==> config.mk <==
export PLATFORM = sky130hd
export DESIGN_NAME = l2_tcdm_arbiter
export DESIGN_NICKNAME = d
export VERILOG_FILES = /design/src/rtl/l2_tcdm_arbiter.sv
export SDC_FILE = /design/constraint.sdc
export NUM_CORES = 1
export LEC_CHECK = 0
export CORE_AREA = 2 2 122 124
export DETAILED_ROUTE_END_ITERATION = 10
export DIE_AREA = 0 0 124 126
export SLEW_MARGIN = 20
export SYNTH_ARGS = -nofsm -noshare
export SYNTH_HDL_FRONTEND = slang
export SYNTH_SLANG_ARGS = --single-unit
export TNS_END_PERCENT = 20
==> constraint.sdc <==
create_clock -name clk_i -period 7 [get_ports clk_i]
set_clock_uncertainty 0.2 [all_clocks]
set_input_delay 1.75 -clock clk_i [delete_from_list [all_inputs] [get_ports clk_i]]
set_output_delay 1.75 -clock clk_i [all_outputs]
set_load 0.01 [all_outputs]
==> src/rtl/l2_tcdm_arbiter.sv <==
// Two-master arbiter for the shared L2 TCDM slave port: round-robin or fixed
// priority with anti-starvation, request locking and response routing.
module l2_tcdm_arbiter #(
  parameter int unsigned ADDR_WIDTH   = 32,
  parameter int unsigned DATA_WIDTH   = 32,
  parameter int unsigned STARVE_LIMIT = 16
) (
  input  logic                    clk_i,
  input  logic                    rst_ni,
  input  logic                    mode_rr_i,
  input  logic                    m0_req_i,
  input  logic [ADDR_WIDTH-1:0]   m0_add_i,
  input  logic                    m0_wen_i,
  input  logic [DATA_WIDTH-1:0]   m0_wdata_i,
  input  logic [DATA_WIDTH/8-1:0] m0_be_i,
  output logic                    m0_gnt_o,
  output logic                    m0_r_valid_o,
  output logic [DATA_WIDTH-1:0]   m0_r_rdata_o,
  input  logic                    m1_req_i,
  input  logic [ADDR_WIDTH-1:0]   m1_add_i,
  input  logic                    m1_wen_i,
  input  logic [DATA_WIDTH-1:0]   m1_wdata_i,
  input  logic [DATA_WIDTH/8-1:0] m1_be_i,
  output logic                    m1_gnt_o,
  output logic                    m1_r_valid_o,
  output logic [DATA_WIDTH-1:0]   m1_r_rdata_o,
  output logic                    s_req_o,
  output logic [ADDR_WIDTH-1:0]   s_add_o,
  output logic                    s_wen_o,
  output logic [DATA_WIDTH-1:0]   s_wdata_o,
  output logic [DATA_WIDTH/8-1:0] s_be_o,
  input  logic                    s_gnt_i,
  input  logic                    s_r_valid_i,
  input  logic [DATA_WIDTH-1:0]   s_r_rdata_i
);

  // A zero limit still gets a 1-bit counter so the register stays legal.
  localparam int unsigned CW = (STARVE_LIMIT > 0) ? $clog2(STARVE_LIMIT + 1) : 1;

  logic          rr_ptr;
  logic          lock_vld;
  logic          lock_id;
  logic          resp_vld;
  logic          resp_id;
  logic [CW-1:0] starve_cnt;
  logic          sel;
  logic          hs;
  logic          starved;

  assign starved = (STARVE_LIMIT > 0) && (starve_cnt == CW'(STARVE_LIMIT));

  always_comb begin
    sel = 1'b0;
    if (lock_vld)                  sel = lock_id;
    else if (m0_req_i && !m1_req_i) sel = 1'b0;
    else if (m1_req_i && !m0_req_i) sel = 1'b1;
    else if (m0_req_i && m1_req_i)  sel = mode_rr_i ? rr_ptr : starved;
  end

  always_comb begin
    s_req_o = lock_vld ? (lock_id ? m1_req_i : m0_req_i) : (m0_req_i | m1_req_i);
    if (sel) begin
      s_add_o   = m1_add_i;
      s_wen_o   = m1_wen_i;
      s_wdata_o = m1_wdata_i;
      s_be_o    = m1_be_i;
    end else begin
      s_add_o   = m0_add_i;
      s_wen_o   = m0_wen_i;
      s_wdata_o = m0_wdata_i;
      s_be_o    = m0_be_i;
    end
  end

  assign hs       = s_req_o & s_gnt_i;
  assign m0_gnt_o = hs & ~sel;
  assign m1_gnt_o = hs & sel;

  assign m0_r_valid_o = s_r_valid_i & resp_vld & ~resp_id;
  assign m1_r_valid_o = s_r_valid_i & resp_vld & resp_id;
  assign m0_r_rdata_o = s_r_rdata_i;
  assign m1_r_rdata_o = s_r_rdata_i;

  always_ff @(posedge clk_i or negedge rst_ni) begin
    if (!rst_ni) begin
      rr_ptr   <= 1'b0;
      lock_vld <= 1'b0;
      lock_id  <= 1'b0;
      resp_vld <= 1'b0;
      resp_id  <= 1'b0;
    end else begin
      if (hs) begin
        lock_vld <= 1'b0;
      end else if (s_req_o) begin
        lock_vld <= 1'b1;
        lock_id  <= sel;
      end
      if (hs && mode_rr_i) rr_ptr <= ~sel;
      resp_vld <= hs;
      if (hs) resp_id <= sel;
    end
  end

  // Counter only runs in priority mode; an m1 handshake always wins over increment.
  always_ff @(posedge clk_i or negedge rst_ni) begin
    if (!rst_ni) begin
      starve_cnt <= '0;
    end else if (mode_rr_i || STARVE_LIMIT == 0) begin
      starve_cnt <= '0;
    end else if (hs && sel) begin
      starve_cnt <= '0;
    end else if (m1_req_i && !starved) begin
      starve_cnt <= starve_cnt + CW'(1);
    end
  end

endmodule

### Word level (Yosys, flattened, before mapping)

Index checks and enable logic that the tools add are counted.

* register bits: 10
* output and inout port bits: 138
* bits of input ports: 177

* add/subtract/negate cells: 1
* mux-type cells: 16
* eq/ne operators: 1
* reductions and logical operators: 12
* bitwise gates (word level): 10

Operators with widths (count)
* $mux W32: 2
* $mux W5: 3
* $mux W1: 10
* $and A1 B1 Y1: 6
* $logic_and A1 B1 Y1: 6
* $add A5 B1 Y5 const B: 1
* $eq A5 B5 Y1 const B: 1
* $mux W4: 1
* $logic_not A1 Y1: 3
* $not A1 Y1: 3
* $reduce_bool A3 Y1: 1
* $reduce_and A2 Y1: 1
* $reduce_bool A2 Y1: 1
* $or A1 B1 Y1: 1

### Logic depth before layout (Yosys ltp)

Gate-level depths: netlist of run 1.

* depth in word-level cells: 9
* mapped depth: 7
* depth with buffers taken out: 6

### Least setup slack after synthesis of run 1

No wires, ideal clock.

* kind: input -> output
* start point: in m1_req_i
* end point: out s_add_o[0]
* data arrival time: 2843 ps
* stages: 5
* setup slack: 2207 ps
* data required time: 5050 ps
* path buffers: 2
* cells stage by stage: clkbuf_1 mux2_2 nand2_4 buf_6 mux2_4

* longest elaborated chain between the ends: 6
* elaborated cells between the ends (all ways): 9
* those cells by class: mux: 5; reduce/logical: 4

Ends and longest elaborated chain
* start: declaration: line 19 `input logic m1_req_i,`
* $logic_and A1 B1 Y1: line 57 `else if (m0_req_i && m1_req_i) sel = mode_rr_i ? rr_ptr : starved;`
* $mux W1: line 57
* $mux W1: line 56 `else if (m1_req_i && !m0_req_i) sel = 1'b1;`
* $mux W1 *: line 55 `else if (m0_req_i && !m1_req_i) sel = 1'b0;`
* $mux W1 *: line 54 `if (lock_vld) sel = lock_id;`
* $mux W32 *: line 62 `if (sel) begin`
* end: declaration: line 28 `output logic [ADDR_WIDTH-1:0] s_add_o,`

Every way passes the cells marked *; elsewhere a longest branch is shown, timed or not.

### Worst setup path in the final report of run 1

* start point: in m0_req_i
* end point: out s_be_o[3]

* longest elaborated chain between the ends: 6
* elaborated cells between the ends (all ways): 9
* those cells by class: mux: 5; reduce/logical: 4

Ends and longest elaborated chain
* start: declaration: line 11 `input logic m0_req_i,`
* $logic_and A1 B1 Y1 or $logic_not A1 Y1 (tied branches): line 57, 56
* $mux W1 or $logic_and A1 B1 Y1 (tied branches): line 57, 56
* $mux W1: line 56
* $mux W1 *: line 55
* $mux W1 *: line 54
* $mux W4 *: line 62
* end: declaration: line 31 `output logic [DATA_WIDTH/8-1:0] s_be_o,`

Marks and branches as above.

==> key figures, run 1 <==
Outcome
  – Status: finished, final reports clean

GRT
  – First-pass GRT wire length: 12700 um
  – Vias in the first global route: 2123
  – Initial antenna violation count: 0
  – Global-route usage over all layers: 10.9%
  – Gr ovfl total: 0
  – Largest net degree at the start of global routing: 32

Floorplan
  – Chip width: 124 um
  – Core ar.: 14300 um^2
  – Vert. Die Dim: 126 um
  – Row count: 44
  – Io pins: 315
  – Die Footprint: 15600 um^2
  – Initial Utilization: 15.1%

Drt
  – Post-route ant nets: 0
  – WL final: 9310 um
  – DRC viols: 0
  – Routed len/inst: 17.6 um
  – Vias: 1972
  – First drt pass iteration count: 4
  – Vias per cell: 3.72
  – Starting DRT DRC Count: 37

Layout
  – Fin util: 28.7%
  – Multi-input logic area: 1320 um^2
  – Final #Nets: 527
  – Fillers: 1490
  – Proportion of layout cells with a drive suffix above 1: 23.4%
  – Area growth syn-to-layout: 90.8%
  – Register area: 250 um^2
  – Diode count: 0

Place
  – GP Congestion: 0.746
  – DP HPWL: 7970 um
  – Port Buffers: 218

Logic synthesis
  – Synth Flop Type: dfrtp_1
  – Xor/xnor share of the synthesized area: 1.63%
  – Synth Area in Adders: 1.16%
  – Commonest cells in the netlist: mux2_4, buf_4, dfrtp_1, buf_6, nor3_1
  – Synth Area in Simple Gates: 6.04%
  – Most numerous cell in the Yosys netlist: mux2_4
  – Top cells by area, synth: mux2_4, buf_4, dfrtp_1
  – Post-synth top area cell: mux2_4
  – Seq/Total Area, Yosys: 11.6%
  – EDFF count, synth: 0
  – Synthesized Nets: 374
  – Synth Area in Compound Gates: 2.79%
  – Yosys warnings: 0
  – Post-synth ARST share: 100%
  – Syn Area/Cell: 11.1 um^2
  – Synth top area share: 47.4%
  – Mux contribution to synthesized area: 49.4%
  – Largest family of logic cells by synthesized area: multiplexers
  – Cell Area, Synth: 2160 um^2
  – Register bit total from synthesis: 10
  – Synth cell types: 31
  – Mapped Cells: 195

Timing
  – Final period util: 88.1%
  – Hold Vio Cnt, Final: 0
  – Fmax: 0.162 GHz
  – Slew @ Worst Pin: 0.461 ns
  – Hold WS: 0.297 ns
  – RSZ-0062 raised after global routing: no
  – Tmin final: 6.16 ns
  – Final-report max-slew violation count: 0
  – Max-slew headroom: 69.3%
  – Endpoints failing setup: 0
  – Setup TNS: 0 ns

Worst setup path
  – Crit-path max cell delay: 0.52 ns
  – Worst-path maximum fanout: 31
  – Slowest cell on crit path: clkdlybuf4s50_1
  – Crit path DAT: 4.21 ns
  – CP Capture Type: output port
  – CP Launch Type: input port
  – CP dominant cell by count: clkdlybuf4s50_1
  – Required time worst endpoint: 5.05 ns
  – Worst-path cell chain: clkdlybuf4s50_1, a21boi_1, o211ai_2, nand2_4, buf_12, mux2_4, clkdlybuf4s50_1
  – Critical path type: input port to output port

Clock network
  – Root Driver: clkbuf_16
  – TritonCTS Buffers: 3
  – CTS Hold Buffers Added: 0
  – CTS clock-pin slew for the worst setup and hold paths: 0.04 ns
  – Max H-tree Level: 1
  – Post-CTS setup buffers: 0
  – Clk buf depth: 2
  – CTS tree: built
  – PostCTS Resize Cnt: 0
  – # clock sinks: 10
  – Clk_lat worst skew: 0.24 ns

Power
  – Leakage: 1.80 nW
  – Peak VDD IR: 0.0876 mV
  – Cell Pwr Density: 223 nW/um^2

Worst hold path
  – Worst min path class: register to register

Run
  – Max Cap Violations: 0
==> cell usage in the layout (no fill, tap or decap), types with 2 or more instances in the layout <==
cell             count
clkdlybuf4s50_1    218
mux2_4              68
dfrtp_1             10
nor3_1               6
inv_1                5
nand2_1              3
mux2_2               3
nor2_1               3
xor2_1               3
clkbuf_16            3
buf_4                3
nand4_1              2
ha_1                 2
==> layer usage <==
| layer | routed length [um] | global-route usage (%) | vias up |
|---|---|---|---|
| met5 | 0 | 0 | - |
| met3 | 1310 | 3.85 | 17 |
| li1 | - | - | 912 |
| met2 | 4830 | 20.8 | 153 |
| met1 | 3070 | 11.0 | 890 |
| met4 | 107 | 2.51 | 0 |
==> sequential cells by signal (all words and copies together) (netlist names) <==
register,count
lock_id,1
lock_vld,1
resp_id,1
resp_vld,1
rr_ptr,1
starve_cnt,5
==> logic make-up after synthesis <==
group	count (synthesis)
buffers and inverters	79
multiplexers	72
AND/OR/NAND/NOR	20
flip-flops	10
AO/OA/AOI/OAI	8
XOR/XNOR	4
adder cells (fa/ha/maj)	2
==> per-stage QoR <==
| stage | instance area [um^2] | std cells | worst slack, ns | total power, W |
|---|---|---|---|---|
| 2_1_floorplan | 2160 | 195 | 2.21 | 0.000526 |
| 3_3_place_gp | 4040 | 527 | 0.862 | 0.000822 |
| 3_5_place_dp | 4040 | 527 | 0.826 | 0.000825 |
| 4_1_cts | 4110 | 530 | 0.821 | 0.000933 |
| 5_1_grt | 4110 | 530 | 0.707 | 0.000968 |
| 6_report | 4110 | 530 | 0.835 | 0.000916 |
==> final timing paths <==
| kind | start | endpoint | slack (ns) | cells past startpoint |
|---|---|---|---|---|
| setup / recovery | m0_req_i | s_be_o[3] | 0.84 | 7 |
| hold / removal | resp_id | resp_id | 0.30 | 1 |
| setup reg to reg | starve_cnt[0] | rr_ptr | 4.75 | 7 |
| hold reg to reg | resp_id | resp_id | 0.30 | 1 |
| max in group asynchronous | rst_ni | lock_id | 4.67 | 1 |
| min in group asynchronous | rst_ni | rr_ptr | 1.63 | 1 |
==> critical path: cells and delay by family <==
| kind | cells | cell delay (ns) |
|---|---|---|
| AOI/OAI and AO/OA | 2 | 0.48 |
| buffers and inverters | 3 | 1.30 |
| muxes | 1 | 0.33 |
| and+or+nand+nor | 1 | 0.32 |
==> cell type report <==
class                           instances  area share (%)
Clock buffer                            3            1.82
Sequential cell                        10            6.08
Timing Repair Buffer                  222            54.1
Inverter                                5           0.456
Multi-Input combinational cell        106            32.0
Tap cell                              184            5.60
==> power by group <==
part | switching, W | total [W] | leakage [nW] | internal, W
sequential | 0.00000967 | 0.0000801 | 0.128 | 0.0000704
clock | 0.0000271 | 0.000101 | 0.0370 | 0.0000741
combinational | 0.000270 | 0.000734 | 1.63 | 0.000464
total | 0.000307 | 0.000916 | 1.80 | 0.000608
Note: power is estimated with default switching activity, not from simulation.
==> run 2, diff against run 1 <==
--- a/config.mk
+++ b/config.mk
@@ -8,6 +8,7 @@
 export CORE_AREA = 2 2 122 124
 export DETAILED_ROUTE_END_ITERATION = 10
 export DIE_AREA = 0 0 124 126
+export REMOVE_ABC_BUFFERS = 1
 export SLEW_MARGIN = 20
 export SYNTH_ARGS = -nofsm -noshare
 export SYNTH_HDL_FRONTEND = slang
==> run 2 against run 1 <==
Net effect:
- first-iteration DRC count is 22% higher
- non-clock buffer count is 2 lower
- sequential share of layout area hardly changed
- combinational power hardly changed
- final area is 0.27% higher
- routed wire length is 14% higher
- sequential cell count stayed put
- utilization is 0.079 points higher
- power is 1.3% higher
- worst hold slack better by 0.0074 ns
- critical path type unchanged
- largest power group unchanged
==> key figures, run 2 (synthesis gave the netlist of run 1 again) <==
Outcome
  – Status: finished, final reports clean

Clock network
  – # clock sinks: 10 (unchanged)
  – Clk_lat worst skew: 0.23 ns (about the same)
  – PostCTS Resize Cnt: 0 (unchanged)
  – CTS clock-pin slew for the worst setup and hold paths: 0.04 ns (about the same)
  – Post-CTS setup buffers: 0 (unchanged)
  – Max H-tree Level: 1 (unchanged)
  – CTS Hold Buffers Added: 0 (unchanged)
  – Root Driver: clkbuf_16
  – TritonCTS Buffers: 3 (unchanged)
  – CTS tree: built
  – Clk buf depth: 2 (unchanged)

Floorplan
  – Core ar.: 14300 um^2 (unchanged)
  – Initial Utilization: 15.1% (unchanged)
  – Chip width: 124 um (unchanged)
  – Die Footprint: 15600 um^2 (unchanged)
  – Vert. Die Dim: 126 um (unchanged)
  – Io pins: 315 (unchanged)
  – Row count: 44 (unchanged)

Layout
  – Register bank with the most flops: starve_cnt
  – Fin util: 28.8% (+0.079 points)
  – Proportion of layout cells with a drive suffix above 1: 23.2% (-0.22 points)
  – Post-Layout Cell Count: 529 (-0.19%)
  – Commonest non-fill, non-tap cell in the layout: clkdlybuf4s50_1
  – Diode count: 0 (unchanged)
  – Final #Nets: 525 (-0.38%)
  – Commonest non-fill, non-tap cells in the layout: clkdlybuf4s50_1, mux2_4, dfrtp_1
  – Largest register FFs: 5 (unchanged)
  – Area growth syn-to-layout: 91.4%

Place
  – Placed Cells: 525 (-0.38%)
  – Port Buffers: 218 (unchanged)
  – DP HPWL: 9390 um (+18%)
  – GP Congestion: 0.789 (+5.8%)

Worst hold path
  – Worst min path class: register to register

Timing
  – Final-report max-slew violation count: 0 (unchanged)
  – RSZ-0062 raised after global routing: no
  – Fmax: 0.164 GHz (+1.3%)
  – Slew @ Worst Pin: 0.492 ns (+0.0313 ns)
  – Final period util: 86.9% (-1.2 points)
  – Tmin final: 6.08 ns (-0.0811 ns)
  – Hold Vio Cnt, Final: 0 (unchanged)
  – Setup TNS: 0 ns (unchanged)
  – Endpoints failing setup: 0 (unchanged)
  – Max-slew headroom: 67.1% (-2.2 points)

GRT
  – Initial antenna violation count: 0 (unchanged)
  – Global-route usage over all layers: 12.9% (+2.0 points)
  – Largest net degree at the start of global routing: 32 (unchanged)
  – Gr ovfl total: 0 (unchanged)
  – First-pass GRT wire length: 14500 um (+15%)
  – Vias in the first global route: 2218 (+4.5%)

Drt
  – Met3 wire length: 2000 um (+53%)
  – Met2 WL: 4640 um (-3.9%)
  – Post-route ant nets: 0 (unchanged)
  – DRC viols: 0 (unchanged)
  – Starting DRT DRC Count: 45 (+22%)
  – Vias per cell: 3.85 (+3.5%)
  – DR top layer: met5
  – First drt pass iteration count: 4 (unchanged)
  – Vias: 2037 (+3.3%)
  – Metal-1 WL: 3760 um (+23%)
  – Routed len/inst: 20.0 um (+14%)
  – WL final: 10600 um (+14%)

Worst setup path
  – Critical path type: input port to output port
  – Worst R2R Setup Slack: 4.85 ns (+0.10 ns)
  – Worst-path maximum fanout: 29 (-6.5%)
  – Required time worst endpoint: 5.05 ns (about the same)
  – CP Capture Type: output port
  – CP Launch Type: input port
  – Crit path DAT: 4.13 ns (-0.08 ns)

Power
  – Peak VDD IR: 0.137 mV (+56%)
  – Cell Pwr Density: 225 nW/um^2 (+1.1%)
  – Leakage: 1.80 nW (+0.21%)
  – Final Power: 0.000928 W (+1.3%)

Run
  – Max Cap Violations: 0 (unchanged)
-- run 2: changes by cell type in the layout (fill, tap and decap cells not counted) --
cell and delta:
clkbuf_8 +1, buf_4 -3, buf_12 +1
-- run 2: metrics by stage --
step	setup slack [ns]	area, um^2	hold WS, ns
after floorplan	1.67	1580	0.266
after global placement	0.951	4040	0.295
after detailed placement	0.874	4040	0.299
after CTS	0.878	4130	0.308
after global routing	0.774	4130	0.335
final	0.916	4130	0.304
-- run 2: critical path: stages --
cell and delay [ns]:
clkdlybuf4s50_1 0.50, a21boi_1 0.29, o211ai_2 0.18, nand2_4 0.26, buf_12 0.28, mux2_4 0.33
clkdlybuf4s50_1 0.50
-- run 2: metal layers --
| metal | vias up | track usage (%) |
|---|---|---|
| met5 | - | 8.88 |
| li1 | 906 | - |
| met2 | 204 | 18.9 |
| met1 | 911 | 13.4 |
| met3 | 9 | 12.1 |
| met4 | 7 | 1.26 |
-- run 2: where the power goes --
part / leakage (nW) / internal (W) / switching [W] / total, W
combinational: 1.63 / 0.000466 / 0.000268 / 0.000735
sequential: 0.128 / 0.0000704 / 0.0000114 / 0.0000818
clock: 0.0442 / 0.0000858 / 0.0000256 / 0.000111
-- run 2: path summary, 6_finish.rpt --
kind | startpoint | endpoint | cells past startpoint
max | m0_req_i | s_add_o[10] | 7
min in group asynchronous | rst_ni | resp_vld | 1
min reg2reg | rr_ptr | rr_ptr | 1
max in group asynchronous | rst_ni | lock_id | 1
min | rr_ptr | rr_ptr | 1
max reg2reg | starve_cnt[0] | rr_ptr | 7
-- run 2: area by class of cell --
class                           count  area [um^2]
Clock buffer                        4         88.8
Fill cell                        1508        10200
Inverter                            5         18.8
Multi-Input combinational cell    106         1320
Sequential cell                    10          250
Tap cell                          184          230
Timing Repair Buffer              220         2220
==> run 3, diff against run 2 <==
--- a/config.mk
+++ b/config.mk
@@ -13,4 +13,4 @@
 export SYNTH_ARGS = -nofsm -noshare
 export SYNTH_HDL_FRONTEND = slang
 export SYNTH_SLANG_ARGS = --single-unit
-export TNS_END_PERCENT = 20
+export TNS_END_PERCENT = 1
==> results of run 3 <==
Same layout as run 2: the final DEF is identical, and so are final timing and power.
